<file path="src/rtl/pu_pkg.sv">
// Shared types and default sizes for the PU multiply/divide unit.
package pu_pkg;

    localparam int unsigned PU_W   = 16;
    localparam int unsigned PU_RAW = 2;

    typedef enum logic [1:0] {
        MD_MUL  = 2'b00,
        MD_DIVU = 2'b01,
        MD_REMU = 2'b10,
        MD_NOP  = 2'b11
    } md_op_e;

    typedef enum logic [1:0] {
        S_IDLE = 2'b00,
        S_RUN  = 2'b01,
        S_WB   = 2'b10
    } md_state_e;

endpackage

</file>
<file path="src/rtl/pu_muldiv_step.sv">
// One iteration of the shared datapath: shift-add multiply or restoring divide.
// hi holds the accumulator upper half / partial remainder, lo the multiplier / quotient.
module pu_muldiv_step
    import pu_pkg::*;
#(
    parameter int unsigned W = PU_W
) (
    input  logic         mul_i,
    input  logic [W:0]   hi_i,
    input  logic [W-1:0] lo_i,
    input  logic [W-1:0] b_i,
    output logic [W:0]   hi_c_o,
    output logic [W-1:0] lo_c_o
);

    logic [W:0] sum;
    logic [W:0] shifted;
    logic [W:0] trial;
    logic       fits;

    always_comb begin
        sum     = {1'b0, hi_i[W-1:0]} + (lo_i[0] ? {1'b0, b_i} : (W+1)'(0));
        shifted = {hi_i[W-1:0], lo_i[W-1]};
        trial   = shifted - {1'b0, b_i};
        fits    = ~trial[W];
        hi_c_o  = '0;
        lo_c_o  = '0;
        if (mul_i) begin
            hi_c_o = {1'b0, sum[W:1]};
            lo_c_o = {sum[0], lo_i[W-1:1]};
        end else begin
            // Negative trial result means the divisor does not fit: restore.
            hi_c_o = fits ? trial : shifted;
            lo_c_o = {lo_i[W-2:0], fits};
        end
    end

endmodule

</file>
<file path="src/rtl/pu_muldiv.sv">
// Multi-cycle unsigned MUL/DIVU/REMU unit; one bit per cycle, single-cycle write-back pulse.
module pu_muldiv
    import pu_pkg::*;
#(
    parameter int unsigned W   = PU_W,
    parameter int unsigned RAW = PU_RAW
) (
    input  logic           clk,
    input  logic           rst,
    input  logic           start,
    input  logic [1:0]     op,
    input  logic [RAW-1:0] rd,
    input  logic [W-1:0]   a,
    input  logic [W-1:0]   b,
    output logic           busy,
    output logic           done,
    output logic           div0,
    output logic           we,
    output logic [RAW-1:0] wad,
    output logic [W-1:0]   wd
);

    localparam int unsigned CW = $clog2(W + 1);

    md_state_e      state_q, state_d;
    md_op_e         op_q, op_d;
    logic [CW-1:0]  cnt_q, cnt_d;
    logic [RAW-1:0] rd_q, rd_d;
    logic [W-1:0]   b_q, b_d;
    logic [W:0]     hi_q, hi_d;
    logic [W-1:0]   lo_q, lo_d;
    logic           busy_q, busy_d;
    logic           done_q, done_d;
    logic           div0_q, div0_d;
    logic           we_q, we_d;
    logic [RAW-1:0] wad_q, wad_d;
    logic [W-1:0]   wd_q, wd_d;

    logic [W:0]     hi_c;
    logic [W-1:0]   lo_c;

    pu_muldiv_step #(.W(W)) u_step (
        .mul_i  (op_q == MD_MUL),
        .hi_i   (hi_q),
        .lo_i   (lo_q),
        .b_i    (b_q),
        .hi_c_o (hi_c),
        .lo_c_o (lo_c)
    );

    // Next-state and output logic.
    always_comb begin
        state_d = state_q;
        op_d    = op_q;
        cnt_d   = cnt_q;
        rd_d    = rd_q;
        b_d     = b_q;
        hi_d    = hi_q;
        lo_d    = lo_q;
        div0_d  = div0_q;
        wad_d   = wad_q;
        wd_d    = wd_q;
        we_d    = 1'b0;
        done_d  = 1'b0;
        case (state_q)
            S_IDLE: begin
                if (start && (md_op_e'(op) != MD_NOP)) begin
                    state_d = S_RUN;
                    op_d    = md_op_e'(op);
                    rd_d    = rd;
                    b_d     = b;
                    cnt_d   = '0;
                    hi_d    = '0;
                    lo_d    = a;
                    div0_d  = 1'b0;
                end
            end
            S_RUN: begin
                // W iterations run on cnt 0..W-1; cnt==W formats the result.
                if (cnt_q == CW'(W)) begin
                    state_d = S_WB;
                    we_d    = 1'b1;
                    done_d  = 1'b1;
                    wad_d   = rd_q;
                    wd_d    = (op_q == MD_REMU) ? hi_q[W-1:0] : lo_q;
                    div0_d  = (op_q != MD_MUL) && (b_q == '0);
                end else begin
                    hi_d  = hi_c;
                    lo_d  = lo_c;
                    cnt_d = cnt_q + CW'(1);
                end
            end
            S_WB:    state_d = S_IDLE;
            default: state_d = S_IDLE;
        endcase
        busy_d = (state_d != S_IDLE);
    end

    always_ff @(posedge clk) begin
        if (!rst) begin
            state_q <= S_IDLE;
            op_q    <= MD_MUL;
            cnt_q   <= '0;
            rd_q    <= '0;
            b_q     <= '0;
            hi_q    <= '0;
            lo_q    <= '0;
            busy_q  <= 1'b0;
            done_q  <= 1'b0;
            div0_q  <= 1'b0;
            we_q    <= 1'b0;
            wad_q   <= '0;
            wd_q    <= '0;
        end else begin
            state_q <= state_d;
            op_q    <= op_d;
            cnt_q   <= cnt_d;
            rd_q    <= rd_d;
            b_q     <= b_d;
            hi_q    <= hi_d;
            lo_q    <= lo_d;
            busy_q  <= busy_d;
            done_q  <= done_d;
            div0_q  <= div0_d;
            we_q    <= we_d;
            wad_q   <= wad_d;
            wd_q    <= wd_d;
        end
    end

    assign busy = busy_q;
    assign done = done_q;
    assign div0 = div0_q;
    assign we   = we_q;
    assign wad  = wad_q;
    assign wd   = wd_q;

endmodule
</file>
<file path="config.mk">
export PLATFORM = sky130hd
export DESIGN_NAME = pu_muldiv
export DESIGN_NICKNAME = d
export VERILOG_FILES = /design/src/rtl/pu_pkg.sv /design/src/rtl/pu_muldiv_step.sv /design/src/rtl/pu_muldiv.sv
export SDC_FILE = /design/constraint.sdc
export NUM_CORES = 1
export LEC_CHECK = 0
export BUFFER_PORTS_ARGS = -buffer_cell sky130_fd_sc_hd__buf_2
export CORE_ASPECT_RATIO = 0.5
export CORE_MARGIN = 5
export CORE_UTILIZATION = 50
export CTS_CLUSTER_DIAMETER = 120
export CTS_CLUSTER_SIZE = 14
export DETAILED_ROUTE_END_ITERATION = 12
export PLACE_DENSITY = 0.7
export SLEW_MARGIN = 25
export SYNTH_ARGS = -nofsm -noshare
export SYNTH_HDL_FRONTEND = slang
export SYNTH_HIERARCHICAL = 1
export SYNTH_SLANG_ARGS = --single-unit
</file>
<file path="constraint.sdc">
create_clock -name clk -period 3.23 [get_ports clk]
set_clock_uncertainty 0.1 [all_clocks]
set_input_delay 0.646 -clock clk [delete_from_list [all_inputs] [get_ports clk]]
set_output_delay 0.646 -clock clk [all_outputs]
set_load 0.02 [all_outputs]
</file>
==> Word level (Yosys, flattened, before mapping) <==
Index checks and enable logic that the tools add are counted.
W data, S select, Z words.
{ "classes": {"bitwise_logic": 1, "n_mux": 21, "n_eq_ne": 7, "reduce_logical": 13, "add_sub_neg": 3} }
{ "ops": {"columns": ["op", "n"], "rows": [
  ["$mux W16", 9],
  ["$pmux W16 S2", 2],
  ["$add A16 B16 Y17", 1],
  ["$sub A17 B16 Y17", 1],
  ["$logic_not A16 Y1", 1],
  ["$mux W5", 2],
  ["$pmux W5 S2", 1],
  ["$ne A2 B2 Y1 const B", 4],
  ["$reduce_and A2 Y1", 3],
  ["$reduce_and A3 Y1", 2],
  ["$reduce_bool A2 Y1", 3],
  ["$add A5 B1 Y5 const B", 1],
  ["$eq A5 B5 Y1 const B", 1],
  ["$logic_not A2 Y1", 2],
  ["$mux W2", 2],
  ["$pmux W2 S2", 1],
  ["$mux W1", 3],
  ["$eq A2 B1 Y1 const B", 1],
  ["$eq A2 B2 Y1 const B", 1],
  ["$logic_and A1 B1 Y1", 2],
  ["$pmux W1 S2", 1],
  ["$not A1 Y1", 1]
]} }
{ "word_totals": {"in_bits": 39, "output_inout_bits": 22, "regBits": 80} }

==> Logic depth before layout (Yosys ltp) <==
Gate-level depths: netlist of run 1.
{ "depth": {"depth_word": 5, "depth_mapped": 17, "depth_no_buf": 17} }

==> Hierarchy <==
The synthesis of run 1 kept the hierarchy.
{ "by_module_without_submodules": {"columns": ["mod", "area_each_um2", "instances", "cells_each"], "rows": [
  ["pu_muldiv", 3181.8, 1, 337],
  ["pu_muldiv_step", 2164.6, 1, 299]
]} }

==> Least setup slack after synthesis of run 1 <==
Ideal clock, no wire load.
{ "synth_path": {"path_type": "reg-to-reg", "startpoint": "reg lo_q[15]", "endpoint": "reg hi_q[3]", "arrival_time_ns": 3.155, "path_buffers": 1, "required_ns": 3.013, "slack_ns": -0.142, "stages_incl_launch_ff": 18, "path_cell_list": "dfxtp_1 inv_1 ha_1 fa_1 nand2b_1 a21oi_2 o211a_1 a41oi_2 o21ai_2 a21o_1 a21o_1 ha_1 clkinv_1 clkbuf_1 nor2_1 a21oi_1 o22ai_1 a22o_1"} }
{ "synth_between": {"elab_chain_len": 5} }
{ "synth_lines": {"columns": ["item", "line_no", "source"], "rows": [
  ["start, declared", "pu_muldiv.sv:31", "logic [W-1:0] lo_q, lo_d;"],
  ["start signal, assigned", "pu_muldiv.sv:121", "lo_q <= lo_d;"],
  ["$sub A17 B16 Y17", "pu_muldiv_step.sv:24", "trial = shifted - {1'b0, b_i};"],
  ["$mux W16", "pu_muldiv_step.sv:33", "hi_c_o = fits ? trial : shifted;"],
  ["$mux W16", "pu_muldiv_step.sv:28", "if (mul_i) begin"],
  ["net hi_c[3]", "pu_muldiv.sv:39", "logic [W:0] hi_c;"],
  ["$mux W16", "pu_muldiv.sv:80", "if (cnt_q == CW'(W)) begin"],
  ["$pmux W16 S2", "pu_muldiv.sv:65", "case (state_q)"],
  ["end signal, assigned", "pu_muldiv.sv:120", "hi_q <= hi_d;"],
  ["end, declared", "pu_muldiv.sv:30", "logic [W:0] hi_q, hi_d;"]
]} }
The timed path passes the listed nets, and every way through them passes these cells. The select of a mux whose other input is x is not followed.
A chain may end at the register's enable or synchronous reset.

==> Worst setup path in the final report of run 1 <==
{ "layout_path": {"startpoint": "reg lo_q[15]", "endpoint": "reg hi_q[6]"} }
The elaborated chain is that of the path after synthesis.

==> impl_metrics.ini, run 1 <==
[power_and_ir_drop]
clock_power_share = 0.359
combPwrFrac = 0.273
peakVddDrop_mv = 0.312
pwr-share-seq = 0.368
switchingPower_mw = 0.911
swShare = 0.314
p_leak_nw = 2.82
internal-power_mw = 1.99
power.density_nw_per_um2 = 450

[timing]
finalSetupTns_ps = -63.8
hold_viol_final = 0
finalWorstSetupSlack_ps = -63.8
worstMarginPinSlew_ps = 827
post-route-min-period_ps = 3290
slew_viol_final = 0
period_share = 1.02
rsz0062_at_grt = true
slew_headroom = 0.447
fmax_mhz = 304
setup_viol = 1

[clock_network]
cts.clk_slew.worst_paths_ps = 60
cts_sinks = 80
cts_made_buffers = 9
htreeDepth = 3
clock_path_buffers = 2
clock_latency_ps = 340
hold_buffers = 0
cts_tree = yes
clockRootBuffer = clkbuf_16

[layout]
nNetsFinal = 793
num_antenna_cells = 0
drive_gt1_frac = 0.251
fillers = 945
syn_to_final_growth_pct = 21.6
fin_util = 0.628
final_cell_area_um2 = 6460

[global_routing]
grt_pass1_wl_mm = 23.9
grt_max_degree = 46
grtUsageTotal = 0.228
antenna_found_initial = 0
grt_pass1_vias = 4629
overflow = 0

[place]
place_ws_ps = -96.1
io_buffers = 60
placed_area_um2 = 5960
place_congestion = 0.876
hpwl_mm = 11.1

[flow_run]
timing.max_cap.violations = 0

[detailed_routing]
vias = 4947
route.detailed.drc = 0
drt-pass1-iter-count = 5
drt_iter0_drc = 458
vias_per_cell = 5.74
wl_per_cell_um = 17.7
wl_mm = 15.3
drtAntennaViolNets = 0

[worst_setup_path]
endpoint_kind = flop
critPathSlowestCell = dfxtp_2
cp_top_family = compound AO/OA/AOI/OAI gates
cpPeakStageDelay_ps = 340
critPathLaunchType = flop
arrival_ps = 3410
crit_type = flop to flop
critPathMaxFanout = 7
crit_chain = inv_2 -> ha_4 -> fa_2 -> nand2b_4 -> a21oi_2 -> o211a_1 -> a41oi_2 -> o21ai_2 -> a21o_1 -> a21o_1 -> ha_4 -> clkinv_8 -> buf_12 -> nor2_1 -> a21oi_1 -> o21ai_0 -> a22o_1
r2r_slack_ps = -60
worst-path-buf-inv = 3
crit_required_ps = 3350

[floorplanning]
initial_core_util = 0.517
die_h_um = 82.9
die_x_um = 156
die_area_um2 = 12900
placementRows = 26
ioPinCount = 61
coreArea_um2 = 10300

[yosys]
postSynthAreaPerCell_um2 = 8.39
syn_area_um2 = 5310
synthCells = 633
syn_nets = 709
ys_warn_count = 6

[hold_path]
hp-class = flop to flop

[status]
violations = negative setup slack
status = finished with violations
registers in the layout, indices dropped and copies added (netlist names):
name,cells
wad,2
busy,1
hi_q,16
wd,16
div0,1
op_q,2
we,1
rd_q,2
b_q,16
lo_q,16
state_q,2
cnt_q,5
power by group through the flow:
stage               logic, mW  clock network [mW]  registers [mW]
finish                  0.792                1.04            1.07
global route            0.852                1.12            1.07
CTS                     0.709                1.06            1.07
detailed placement      0.683                   0            1.09
global placement        0.675                   0            1.09
floorplan               0.480                   0            1.08
cell usage in the layout, fill, tap and decap left out, types with 6 or more instances in the layout:
master	n
nand2_1	92
dfxtp_1	76
buf_2	60
a21oi_1	48
buf_4	44
mux2i_1	41
nor2_1	38
o21ai_0	34
ha_1	29
inv_1	21
a211oi_1	19
and2_1	17
a22o_1	16
xnor2_1	15
mux2_2	15
clkbuf_16	10
nand2b_1	9
a21o_1	9
nand3_1	7
nor3_1	6
final cells by class:
type                       count  area (um2)  share of cell area
inverter                      24         103              0.0159
clock inverter                 7        78.8              0.0122
multi-input combinational    495        3580               0.554
clock buffer                   9         225              0.0349
sequential                    80        1610               0.249
timing repair buffer         107         691               0.107
tap                          140         175              0.0271
stage by stage:
| stage | hold WS (ps) | power (mW) | std cells |
|---|---|---|---|
| 3_5_place_dp | 350 | 1.77 | 843 |
| 5_1_grt | 391 | 3.04 | 862 |
| 2_1_floorplan | 336 | 1.56 | 633 |
| 3_3_place_gp | 347 | 1.76 | 843 |
| 6_report | 362 | 2.90 | 862 |
| 4_1_cts | 367 | 2.84 | 860 |
tightest hold or removal path: cells and delay by family, from the launching register on:
kind / cells / cell delay, ps
AOI/OAI and AO/OA: 1 / 50
and+or+nand+nor: 1 / 50
DFF: 1 / 310
metal layers:
metal	track usage	vias to the layer above	routed length (um)
li1	-	2451	-
met1	0.327	2315	7230
met2	0.341	160	6710
met3	0.0509	21	1030
met4	0.0691	0	313
met5	0	-	0
path summary, 6_finish.rpt:
kind	depth (start not counted)	endpoint	startpoint
setup / recovery	17	hi_q[6]	lo_q[15]
hold reg to reg	2	rd_q[1]	rd_q[1]
hold / removal	2	rd_q[1]	rd_q[1]
setup reg to reg	17	hi_q[6]	lo_q[15]
timing repair:
item | CTS | global route
endpoints found under the setup margin | 8 | 15
gates resized for setup | 4 | 24
pin swaps | 8 | 14
setup buffers | 1 | 1
gates cloned | 0 | 1
Note: power is estimated with default switching activity, not from simulation.
==> run 2: changes to the inputs <==
--- a/config.mk
+++ b/config.mk
@@ -8,11 +8,11 @@
 export BUFFER_PORTS_ARGS = -buffer_cell sky130_fd_sc_hd__buf_2
 export CORE_ASPECT_RATIO = 0.5
 export CORE_MARGIN = 5
-export CORE_UTILIZATION = 50
+export CORE_UTILIZATION = 54
 export CTS_CLUSTER_DIAMETER = 120
 export CTS_CLUSTER_SIZE = 14
 export DETAILED_ROUTE_END_ITERATION = 12
-export PLACE_DENSITY = 0.7
+export PLACE_DENSITY = 0.75
 export SLEW_MARGIN = 25
 export SYNTH_ARGS = -nofsm -noshare
 export SYNTH_HDL_FRONTEND = slang
==> impl_metrics.ini, run 2 (same netlist as run 1, synthesis figures left out) <==
[place]
place_congestion = 0.922
placed_area_um2 = 5990
io_buffers = 60
place_ws_ps = -134
hpwl_mm = 11.1

[clock_network]
htreeDepth = 3
cts_made_buffers = 9
cts_sinks = 80
cts.clk_slew.worst_paths_ps = 60
clock_path_buffers = 2
clock_latency_ps = 340
cts_tree = yes
hold_buffers = 0
clockRootBuffer = clkbuf_16

[timing]
setup_viol = 0
hold_viol_final = 0
fmax_mhz = 311
worstMarginPinSlew_ps = 993
period_share = 0.996
finalWorstSetupSlack_ps = 14.3
post-route-min-period_ps = 3220
holdWs_ps = 354
slew_headroom = 0.338
rsz0062_at_grt = true
slew_viol_final = 0

[layout]
fillers = 766
drive_gt1_frac = 0.253
final_cell_area_um2 = 6480
multi_input_comb_area_um2 = 3560
num_antenna_cells = 0
final_common_cell = nand2_1
layout_common_cells = 92 x nand2_1, 78 x dfxtp_1, 60 x buf_2, 50 x buf_4, 47 x a21oi_1
nNetsFinal = 799
regArea_um2 = 1600
syn_to_final_growth_pct = 22.0

[worst_setup_path]
critPathLaunchType = flop
arrival_ps = 3340
r2r_slack_ps = 10
endpoint_kind = flop
crit_type = flop to flop
crit_chain = inv_2 -> ha_4 -> fa_2 -> nand2b_4 -> a21oi_4 -> o211a_1 -> a41oi_2 -> o21ai_2 -> a21o_1 -> a21o_1 -> ha_4 -> inv_8 -> nor4_4 -> a2111oi_4 -> a211oi_2 -> a22o_1
worst-path-buf-inv = 2
cpPeakStageDelay_ps = 330
crit_required_ps = 3360
cp_top_family = compound AO/OA/AOI/OAI gates
critPathMaxFanout = 5
critPathSlowestCell = dfxtp_2

[power_and_ir_drop]
total_power_mw = 2.97
p_leak_nw = 2.84
peakVddDrop_mv = 0.420
power.density_nw_per_um2 = 459

[floorplanning]
initial_core_util = 0.559
ioPinCount = 61
die_area_um2 = 12000
die_h_um = 80.1
placementRows = 25
die_x_um = 150
coreArea_um2 = 9510

[detailed_routing]
drtAntennaViolNets = 0
vias = 5091
wl_mm = 15.4
wl_per_cell_um = 17.8
vias_per_cell = 5.91
route.detailed.drc = 0
drt_iter0_drc = 600
drt-pass1-iter-count = 5

[global_routing]
antenna_found_initial = 0
grt_pass1_vias = 4695
grt_max_degree = 36
overflow = 0
grtUsageTotal = 0.255
grt_pass1_wl_mm = 24.1

[status]
status = finished clean

[flow_run]
timing.max_cap.violations = 0

[hold_path]
hp-class = flop to flop
-- run 2: changes by cell type in the layout (fill, tap and decap cells not counted), moves of 2 or more --
cell / delta
ha_1: +2
dfxtp_1: +2
ha_4: -2
dfxtp_2: -2
buf_4: +6
-- run 2: through the flow --
| stage | setup TNS [ps] | cells | util |
|---|---|---|---|
| 6_report | 0 | 862 | 0.681 |
| 2_1_floorplan | -38.5 | 633 | - |
| 3_3_place_gp | 0 | 842 | 0.630 |
| 5_1_grt | -148 | 862 | 0.681 |
| 3_5_place_dp | -293 | 842 | 0.630 |
| 4_1_cts | 0 | 859 | 0.670 |
-- run 2: worst min-delay path, delay by kind of cell, from the launching register on --
kind	cells	cell delay, ps
flops	1	310
simple gates	1	50
compound gates	1	50
-- run 2: what timing repair did --
item,in CTS,in global routing
pin swaps,7,14
gates resized for setup,8,20
gates cloned,0,0
setup buffers,2,3
endpoints found under the setup margin,11,14
-- run 2: final timing paths --
check,from,end,cells past startpoint
setup / recovery,lo_q[15],hi_q[15],16
hold / removal,rd_q[1],rd_q[1],2
setup reg to reg,lo_q[15],hi_q[15],16
hold reg to reg,rd_q[1],rd_q[1],2
-- run 2: area by class of cell --
type	count	share of cell area
clock buffer	9	0.0348
clock inverter	6	0.0145
sequential	80	0.248
tap	135	0.0261
inverter	24	0.0151
timing repair buffer	113	0.112
multi-input combinational	495	0.550
-- run 2: per-layer routing --
layer | global-route usage | share of wire | vias to the layer above
li1 | - | - | 2458
met1 | 0.364 | 0.47 | 2384
met2 | 0.387 | 0.43 | 227
met3 | 0.0603 | 0.093 | 22
met4 | 0.0639 | 0.016 | 0
met5 | 0 | 0 | -
-- run 2: power breakdown --
group	internal, mW	switching [mW]
registers	1.03	0.0387
clock network	0.678	0.430
logic	0.366	0.434
total	2.07	0.902
